<file path="config.mk">
export PLATFORM = sky130hd
export DESIGN_NAME = read_buffer_flat
export DESIGN_NICKNAME = d
export VERILOG_FILES = /design/src/rtl/read_buffer_if.sv /design/src/rtl/read_buffer.sv /design/src/flat_wrapper.sv
export SDC_FILE = /design/constraint.sdc
export NUM_CORES = 1
export LEC_CHECK = 0
export CAP_MARGIN = 20
export CORE_MARGIN = 2
export CORE_UTILIZATION = 60
export CTS_BUF_LIST = sky130_fd_sc_hd__clkbuf_16
export DETAILED_ROUTE_END_ITERATION = 8
export PLACE_DENSITY = 0.86
export SLEW_MARGIN = 20
export SYNTH_ARGS = -nofsm -noshare
export SYNTH_HDL_FRONTEND = slang
export SYNTH_SLANG_ARGS = --single-unit
</file>
<file path="constraint.sdc">
create_clock -name clk -period 5.5 [get_ports clk]
set_clock_uncertainty 0.1 [all_clocks]
set_input_delay 0.55 -clock clk [delete_from_list [all_inputs] [get_ports clk]]
set_output_delay 0.55 -clock clk [all_outputs]
set_load 0.02 [all_outputs]
</file>
<file path="src/rtl/read_buffer_if.sv">
// Read-response and pixel-stream signals between the SDRAM read master,
// the read_buffer, and the filter pipeline.
interface read_buffer_if #(
    parameter int PIXEL_W = 24,
    parameter int DATA_W  = 32
);
    logic               master_readdatavalid;
    logic [DATA_W-1:0]  master_readdata;
    logic               pixel_ready;
    logic [PIXEL_W-1:0] pixel_out;
    logic               pixel_valid;
    logic               fill_ready;
    logic               done_read;
    logic               overflow;

    // Side that issues reads and consumes pixels.
    modport master (
        output master_readdatavalid,
        output master_readdata,
        output pixel_ready,
        input  pixel_out,
        input  pixel_valid,
        input  fill_ready,
        input  done_read,
        input  overflow
    );

    // The buffer itself.
    modport slave (
        input  master_readdatavalid,
        input  master_readdata,
        input  pixel_ready,
        output pixel_out,
        output pixel_valid,
        output fill_ready,
        output done_read,
        output overflow
    );
endinterface

</file>
<file path="src/rtl/read_buffer.sv">
// Two-bank ping-pong store for SDRAM read bursts. One bank fills from
// readdata while the other drains one pixel per accepted handshake.
//
// bank state | meaning
// -----------+---------------------------------------------------------
// ST_EMPTY   | no data, writable
// ST_FILLING | first word(s) of a burst written, still writable
// ST_FULL    | all BURST_LEN words present; draining when drain_sel points here
module read_buffer #(
    parameter int BURST_LEN = 6,
    parameter int PIXEL_W   = 24,
    parameter int DATA_W    = 32
) (
    input  logic         clk,
    input  logic         rst,
    read_buffer_if.slave bus
);
    localparam int              CNT_W = $clog2(BURST_LEN);
    localparam logic [CNT_W-1:0] LAST = CNT_W'(BURST_LEN - 1);

    typedef enum logic [1:0] {
        ST_EMPTY,
        ST_FILLING,
        ST_FULL
    } bank_state_t;

    bank_state_t        bank_st [2];
    logic [PIXEL_W-1:0] mem     [2][BURST_LEN];
    logic               fill_sel;
    logic               drain_sel;
    logic [CNT_W-1:0]   fill_cnt;
    logic [CNT_W-1:0]   drain_cnt;
    logic               done_read_q;
    logic               overflow_q;

    logic fill_full;
    logic drain_full;
    logic wr_en;
    logic acc;

    // A bank being drained stays FULL until its last pixel is accepted, so a
    // word aimed at it in that same cycle is an overflow, not a write.
    assign fill_full  = (bank_st[fill_sel] == ST_FULL);
    assign drain_full = (bank_st[drain_sel] == ST_FULL);
    assign wr_en      = bus.master_readdatavalid && !fill_full;
    assign acc        = drain_full && bus.pixel_ready;

    assign bus.fill_ready  = !fill_full;
    assign bus.pixel_valid = drain_full;
    assign bus.pixel_out   = mem[drain_sel][drain_cnt];
    assign bus.done_read   = done_read_q;
    assign bus.overflow    = overflow_q;

    generate
        if (DATA_W > PIXEL_W) begin : g_drop_hi
            logic unused_hi;
            assign unused_hi = ^bus.master_readdata[DATA_W-1:PIXEL_W];
        end
    endgenerate

    // Bank state, fill/drain pointers and status flags.
    always_ff @(posedge clk) begin
        if (rst) begin
            bank_st[0]  <= ST_EMPTY;
            bank_st[1]  <= ST_EMPTY;
            fill_sel    <= 1'b0;
            drain_sel   <= 1'b0;
            fill_cnt    <= '0;
            drain_cnt   <= '0;
            done_read_q <= 1'b0;
            overflow_q  <= 1'b0;
        end else begin
            done_read_q <= 1'b0;
            if (bus.master_readdatavalid && fill_full) begin
                overflow_q <= 1'b1;
            end
            // Fill and drain never touch the same bank in one cycle: the
            // fill bank is writable only when not FULL, the drain bank only
            // advances when FULL.
            if (wr_en) begin
                if (fill_cnt == LAST) begin
                    bank_st[fill_sel] <= ST_FULL;
                    fill_cnt          <= '0;
                    fill_sel          <= ~fill_sel;
                    done_read_q       <= 1'b1;
                end else begin
                    bank_st[fill_sel] <= ST_FILLING;
                    fill_cnt          <= fill_cnt + 1'b1;
                end
            end
            if (acc) begin
                if (drain_cnt == LAST) begin
                    bank_st[drain_sel] <= ST_EMPTY;
                    drain_cnt          <= '0;
                    drain_sel          <= ~drain_sel;
                end else begin
                    drain_cnt <= drain_cnt + 1'b1;
                end
            end
        end
    end

    // Pixel storage; only the low PIXEL_W bits of each word are kept.
    always_ff @(posedge clk) begin
        if (rst) begin
            for (int b = 0; b < 2; b++) begin
                for (int s = 0; s < BURST_LEN; s++) begin
                    mem[b][s] <= '0;
                end
            end
        end else if (wr_en) begin
            mem[fill_sel][fill_cnt] <= bus.master_readdata[PIXEL_W-1:0];
        end
    end
endmodule

</file>
<file path="src/flat_wrapper.sv">
// flat-port wrapper written by rule: the top's interface ports become plain ports
module read_buffer_flat 
#(
    parameter int BURST_LEN = 6,
    parameter int PIXEL_W   = 24,
    parameter int DATA_W    = 32
)
  (clk, rst, bus_master_readdatavalid, bus_master_readdata, bus_pixel_ready, bus_pixel_out, bus_pixel_valid, bus_fill_ready, bus_done_read, bus_overflow);
  read_buffer_if #(.PIXEL_W(PIXEL_W), .DATA_W(DATA_W)) bus_i ();
  input  logic clk;
  input  logic rst;
  input wire logic [$bits(bus_i.master_readdatavalid)-1:0] bus_master_readdatavalid;
  input wire logic [$bits(bus_i.master_readdata)-1:0] bus_master_readdata;
  input wire logic [$bits(bus_i.pixel_ready)-1:0] bus_pixel_ready;
  output wire logic [$bits(bus_i.pixel_out)-1:0] bus_pixel_out;
  output wire logic [$bits(bus_i.pixel_valid)-1:0] bus_pixel_valid;
  output wire logic [$bits(bus_i.fill_ready)-1:0] bus_fill_ready;
  output wire logic [$bits(bus_i.done_read)-1:0] bus_done_read;
  output wire logic [$bits(bus_i.overflow)-1:0] bus_overflow;
  assign bus_i.master_readdatavalid = bus_master_readdatavalid;
  assign bus_i.master_readdata = bus_master_readdata;
  assign bus_i.pixel_ready = bus_pixel_ready;
  assign bus_pixel_out = bus_i.pixel_out;
  assign bus_pixel_valid = bus_i.pixel_valid;
  assign bus_fill_ready = bus_i.fill_ready;
  assign bus_done_read = bus_i.done_read;
  assign bus_overflow = bus_i.overflow;
  read_buffer #(.BURST_LEN(BURST_LEN), .PIXEL_W(PIXEL_W), .DATA_W(DATA_W)) u_core (.clk(clk), .rst(rst), .bus(bus_i));
endmodule
</file>
==> out/metrics.yaml, run 1 <==
logic_synthesis:
  synth_top_area_share_pct: 66.4
  yosys.area_share.adder_pct: 0
  ys_warn_count: 0
  synth_top_family_by_area: "simple AND/OR/NAND/NOR gates"
  seq_area_frac_synth_pct: 68.9
  syn_area_um2: 13000
  synthArstFlopShare_pct: 0
  synth_xor_area_share_pct: 0.202
  synth_edf_count: 288
  synth_ff_type: "edfxtp_1"
  syn_area_per_cell_um2: 16.9
  synth_compound_area_share_pct: 2.76
  syn_inst: 772
  synth-simple-area-share_pct: 13.3
  syn-num-nets: 808
  ys_top_cells_by_area: "edfxtp_1 (66%), mux4_2 (12%), and2_1 (9.1%)"
  synth-seq-cells: 304
  yosysTopAreaCell: "edfxtp_1"
  synth_cell_types: 43
  yosys-mux-area-fraction_pct: 12.7
sta:
  relSlewSlack_pct: 24.7
  holdWs_ns: 0.363
  final-hold-violation-count: 0
  fin_ws_ns: 1.53
  final_max_slew_viol_count: 0
  worst_pin_slew_ns: 1.13
  min_period_over_period_pct: 72.2
  rsz0062_at_grt: "no"
  fin_setup_tns_ns: 0
  finalSetupViolations: 0
  clock.fmax_mhz: 252
  finalCriticalPeriod_ns: 3.97
placement:
  dp_hpwl_um: 15700
  place_worst_setup_slack_ns: 1.62
  gp_congestion: 0.817
  port_buffers: 55
  place_inst: 1068
flow_run:
  maxCapViolCount: 0
clock_network:
  root_buffer: "clkbuf_16"
  htreeDepth: 1
  clk_path_buf_depth: 3
  clock_latency_ns: 0.54
  post-cts-setup-buffer-count: 0
  cts_buffers: 29
  cts_num_sinks: 304
  postCtsHoldBufs: 0
  cts_tree: "built"
  cts.reportedPaths.clkPinSlew_ns: 0.06
  cts_resized: 0
finish:
  nets: 860
  area_delta_synth_final_pct: 13.3
  antenna_cells: 0
  drive_gt1_share_pct: 18.4
  fillers: 1222
  instances_no_fill: 1119
pwr:
  ir_drop_uv: 310
  total_leakage_power_nw: 5.24
  p_total_w: 0.00498
  power_density_nw_per_um2: 338
setup_path:
  critical_path_class: "flip-flop to primary output"
  cpLargestDelayFamily: "buffers and inverters"
  crit_path_max_incr_delay_ns: 0.91
  worstPathBufferInverterCount: 2
  cp_data_required_time_ns: 4.85
  path_max_fanout: 31
  crit_arrival_ns: 3.32
  critPathLaunchType: "flip-flop"
  slowest_stage: "dfxtp_2"
  critPathCaptureType: "primary output"
  r2r_slack_ns: 2.54
  crit_chain: "buf_4 > mux4_2 > a22oi_1 > nand2_1 > clkdlybuf4s50_1"
hold_path:
  hold_class: "flip-flop to flip-flop"
die:
  initial_core_util_pct: 61.5
  io_pins: 64
  fp.dieH_um: 151
  dieArea_um2: 22900
  core_area_um2: 21200
  rows: 53
  dieWidth_um: 151
drt:
  wl_met3_um: 2470
  met2_length_um: 15600
  vias: 7024
  ant_nets: 0
  drcViolationCount: 0
  wl_per_cell_um: 26.4
  drtPass1Iterations: 5
  met1_length_um: 10700
  wirelength_um: 29600
  highest_layer: "met4"
  viasPerCell: 6.28
  drtIter0Drc: 586
grt:
  grt.overflow.total: 0
  track_usage_pct: 26.7
  grt_pass1_wl_um: 43600
  first_global_vias: 7347
  grt_max_degree: 45
  antenna_found_initial: 0
run_status:
  outcome: "finished clean"
-- metal layers --
metal,vias up,global-route usage [%]
met5,-,0
met3,75,4.31
li1,3033,-
met2,376,46.8
met1,3540,33.7
met4,0,9.95
-- power breakdown --
group	total [W]	leakage, nW	switching (W)	internal, W
clock network	0.00201	0.495	0.000826	0.00118
registers	0.00269	3.10	0.0000385	0.00265
logic	0.000278	1.65	0.000172	0.000107
total	0.00498	5.24	0.00104	0.00394
-- cell usage in the layout (no fill, tap or decap), types with 2 or more instances in the layout --
cell             instances
edfxtp_1               288
and2_1                 190
mux4_2                  72
nand2_1                 56
clkdlybuf4s50_1         55
clkbuf_16               29
a22oi_1                 24
inv_1                   15
dfxtp_1                 14
nor2_1                  13
buf_4                   12
or2_2                    5
bufinv_16                5
nor3_4                   4
clkinv_1                 4
a31o_2                   3
xnor2_1                  3
o21ai_0                  3
mux2i_1                  3
nor3_1                   3
a41o_2                   3
a31oi_1                  2
nor3b_1                  2
and2_2                   2
a21boi_0                 2
a21oi_1                  2
nand2_2                  2
nor4_4                   2
clkinv_2                 2
-- worst min-delay path, cell delays in order (launching register included) --
cell	delay, ns
dfxtp_1	0.31
inv_1	0.05
a21oi_1	0.05
-- registers in the layout (all words and copies together), names as in the netlist, named ones only --
| register | count |
|---|---|
| u_core.bus.done_read | 1 |
| u_core.mem | 288 |
| u_core.drain_cnt | 3 |
| u_core.drain_sel | 1 |
| u_core.bus.overflow | 1 |
| u_core.bank_st | 4 |
| u_core.fill_sel | 1 |
| u_core.fill_cnt | 3 |
-- synth_stat cells (4+ instances only) --
cell      count
clkbuf_1     22
and2_1      190
buf_6        10
nor3_4        4
inv_1         6
or2_2         5
mux4_2       72
buf_2        11
buf_1         4
nor2_1       14
nand2_1      58
dfxtp_1      16
a22oi_1      24
edfxtp_1    288
-- final timing paths --
check                        from                  end  cells past startpoint
max reg2reg  u_core.bank_st[1][0]   u_core.mem[0][142]                      5
min           u_core.bus.overflow  u_core.bus.overflow                      2
min reg2reg   u_core.bus.overflow  u_core.bus.overflow                      2
max           u_core.drain_cnt[0]    bus_pixel_out[17]                      5
-- cell families after synthesis --
logic type | Yosys count
AOI/OAI and AO/OA | 46
xor gates and xnor gates | 3
buffers and inverters | 53
muxes | 75
and+or+nand+nor | 291
DFF | 304
-- stage by stage --
stage / cell area (um2) / util [%]
2_1_floorplan: 13000 / -
3_3_place_gp: 13800 / 65.2
3_5_place_dp: 13800 / 65.2
4_1_cts: 14700 / 69.7
5_1_grt: 14700 / 69.7
6_report: 14700 / 69.7
-- layout make-up --
| class | count | area [um2] | share of cell area (%) |
|---|---|---|---|
| Tap cell | 275 | 344 | 2.33 |
| Sequential cell | 304 | 8970 | 60.8 |
| Multi-Input combinational cell | 415 | 3800 | 25.7 |
| Timing Repair Buffer | 68 | 661 | 4.48 |
| Clock buffer | 29 | 726 | 4.92 |
| Inverter | 6 | 22.5 | 0.153 |
| Clock inverter | 22 | 225 | 1.53 |
No activity file was read; power rests on OpenSTA's default activity.
==> run 2, diff against run 1 <==
Settings changed: CORE_UTILIZATION 60 to 54, PLACE_DENSITY 0.86 to 0.83.
Clock period 5.5 ns to 3.3 ns, I/O delays scaled along.
==> run 2 against run 1 <==
Sequential power rose by 67%. Via count rose by 1.1%. Clock-buffer cell count rose by 1. Global-route usage fell by 2.5 points. Worst setup slack got worse by 1.4 ns. Wire length rose by 0.84%. Final cell count rose by 6.9%. Die area rose by 11%. Critical path depth did not move. Combinational power rose by 77%. Critical path type unchanged. Critical endpoint unchanged.
==> out/metrics.yaml, run 2 (synthesis gave the netlist of run 1 again) <==
run_status:
  outcome: "finished clean"  # unchanged
placement:
  dpl_cell_area_um2: 14100  # was 13800 um2
  port_buffers: 55  # unchanged
  gp_congestion: 0.779  # was 0.817
  dp_hpwl_um: 16000  # was 15700 um
finish:
  largest_reg_flops: 288  # unchanged
  final_area_um2: 15100  # was 14700 um2
  drive_gt1_share_pct: 20.6  # was 18.4%
  nets: 889  # was 860
  most-common-layout-cells: "edfxtp_1 (288), and2_1 (190), mux4_2 (72)"  # unchanged
  regMostFlops: "u_core.mem"  # unchanged
  area_delta_synth_final_pct: 16.1  # was 13.3%
  final_common_cell: "edfxtp_1"  # unchanged
  top_regs: "u_core.mem: 288 flops, u_core.bank_st: 4 flops"  # unchanged
  antenna_cells: 0  # unchanged
sta:
  rsz0062_at_grt: "no"  # unchanged
  finalSetupViolations: 0  # unchanged
  fin_setup_tns_ns: 0  # unchanged
  finalCriticalPeriod_ns: 3.15
  final_max_slew_viol_count: 0  # unchanged
  clock.fmax_mhz: 318
  final-hold-violation-count: 0  # unchanged
  worst_pin_slew_ns: 0.670  # was 1.13 ns
  relSlewSlack_pct: 55.2  # was 24.7%
  min_period_over_period_pct: 95.4
pwr:
  ir_drop_uv: 442  # was 310 uV
  pwr-share-clk_pct: 39.3  # was 40.3%
  p_total_w: 0.00820  # was 0.00498 W
  seq_power_share_pct: 54.6  # was 54.1%
  comb_power_share_pct: 6.0  # was 5.6%
  p_int_w: 0.00643  # was 0.00394 W
  total_leakage_power_nw: 5.39  # was 5.24 nW
  sw_frac_of_total_pct: 21.5  # was 20.8%
  power_density_nw_per_um2: 542  # was 338 nW/um2
  p_switching_w: 0.00176  # was 0.00104 W
grt:
  track_usage_pct: 24.1  # was 26.7%
  first_global_vias: 7545  # was 7347
  grt_max_degree: 28  # was 45
  antenna_found_initial: 1  # was 0
  grt_pass1_wl_um: 45400  # was 43600 um
  grt.overflow.total: 0  # unchanged
hold_path:
  hold_depth: 2  # unchanged
  holdPathEnd: "u_core.bus.overflow"  # unchanged
  hold_class: "flip-flop to flip-flop"  # unchanged
  min_from: "u_core.bus.overflow"  # unchanged
drt:
  ant_nets: 0  # unchanged
  wl_per_cell_um: 24.9  # was 26.4 um
  viasPerCell: 5.94  # was 6.28
  drtPass1Iterations: 5  # unchanged
  wirelength_um: 29800  # was 29600 um
  vias: 7103  # was 7024
  drtIter0Drc: 621  # was 586
  drcViolationCount: 0  # unchanged
die:
  dieWidth_um: 159  # was 151 um
  core_area_um2: 23500  # was 21200 um2
  dieArea_um2: 25400  # was 22900 um2
  io_pins: 64  # unchanged
  rows: 56  # was 53
  fp.dieH_um: 159  # was 151 um
  initial_core_util_pct: 55.3  # was 61.5%
setup_path:
  reg2reg_depth: 5  # unchanged
  r2r_slack_ns: 0.78  # was 2.54 ns
  path_max_fanout: 17  # was 31
  r2r-start: "u_core.bank_st[0][1]"  # was u_core.bank_st[1][0]
  cp_data_required_time_ns: 2.87  # was 4.85 ns
  critical_path_class: "flip-flop to primary output"  # unchanged
  critPathLaunchType: "flip-flop"  # unchanged
  r2r-end: "u_core.mem[0][29]"  # was u_core.mem[0][142]
  crit_arrival_ns: 2.72  # was 3.32 ns
  critPathCaptureType: "primary output"  # unchanged
clock_network:
  root_buffer: "clkbuf_16"  # unchanged
  postCtsHoldBufs: 0  # unchanged
  cts_buffers: 30  # was 29
  htreeDepth: 1  # unchanged
  clk_path_buf_depth: 3  # unchanged
  post-cts-setup-buffer-count: 5  # was 0
  cts_resized: 0  # unchanged
  clock_latency_ns: 0.56  # was 0.54 ns
  cts_num_sinks: 304  # unchanged
  cts_tree: "built"  # unchanged
  cts.reportedPaths.clkPinSlew_ns: 0.07  # was 0.06 ns
flow_run:
  maxCapViolCount: 0  # unchanged
-- run 2: cell type report --
type	count	area (um2)
Clock inverter	26	193
Timing Repair Buffer	96	983
Multi-Input combinational cell	415	3790
Tap cell	319	399
Fill cell	1624	8430
Clock buffer	30	751
Inverter	6	22.5
Sequential cell	304	8980
-- run 2: layer usage --
metal,wire [um],track usage [%]
met3,2440,3.96
met1,11300,32.2
met5,0,0
met2,15400,41.2
met4,732,7.48
-- run 2: worst max path at each step --
stage                         startpoint                 end  slack, ns  cells past startpoint
CTS                  u_core.drain_cnt[0]   bus_pixel_out[12]        0.1                      5
finish                         flip-flop   bus_pixel_out[17]       0.15                      5
global placement               flip-flop   bus_pixel_out[18]       0.43                      5
detailed placement             flip-flop   bus_pixel_out[17]       0.37                      5
floorplan           u_core.bank_st[1][0]  u_core.mem[1][100]       0.06                      5
global route                   flip-flop   bus_pixel_out[20]       0.05                      5
-- run 2: worst max-delay path: stages, from the launching register on --
cell and delay [ns]:
dfxtp_4 0.50, buf_12 0.23, mux4_2 0.52, a22oi_1 0.19
nand2_1 0.14, clkdlybuf4s50_1 0.57
-- run 2: through the flow --
| stage | setup WS, ns | cells | hold WS [ns] | util [%] |
|---|---|---|---|---|
| 5_1_grt | 0.0464 | 1196 | 0.389 | 64.2 |
| 3_5_place_dp | 0.371 | 1135 | 0.341 | 60.0 |
| 3_3_place_gp | 0.429 | 1135 | 0.335 | 60.0 |
| 4_1_cts | 0.0978 | 1196 | 0.351 | 64.2 |
| 2_1_floorplan | 0.0643 | 772 | 0.354 | - |
| 6_report | 0.151 | 1196 | 0.351 | 64.2 |
-- run 2: power by group through the flow --
stage / clock network [W] / registers (W) / logic [W]
after floorplan: 0 / 0.00453 / 0.000260
after global placement: 0 / 0.00454 / 0.000483
after detailed placement: 0 / 0.00456 / 0.000492
after CTS: 0.00326 / 0.00448 / 0.000497
after global routing: 0.00341 / 0.00449 / 0.000525
final: 0.00322 / 0.00448 / 0.000493
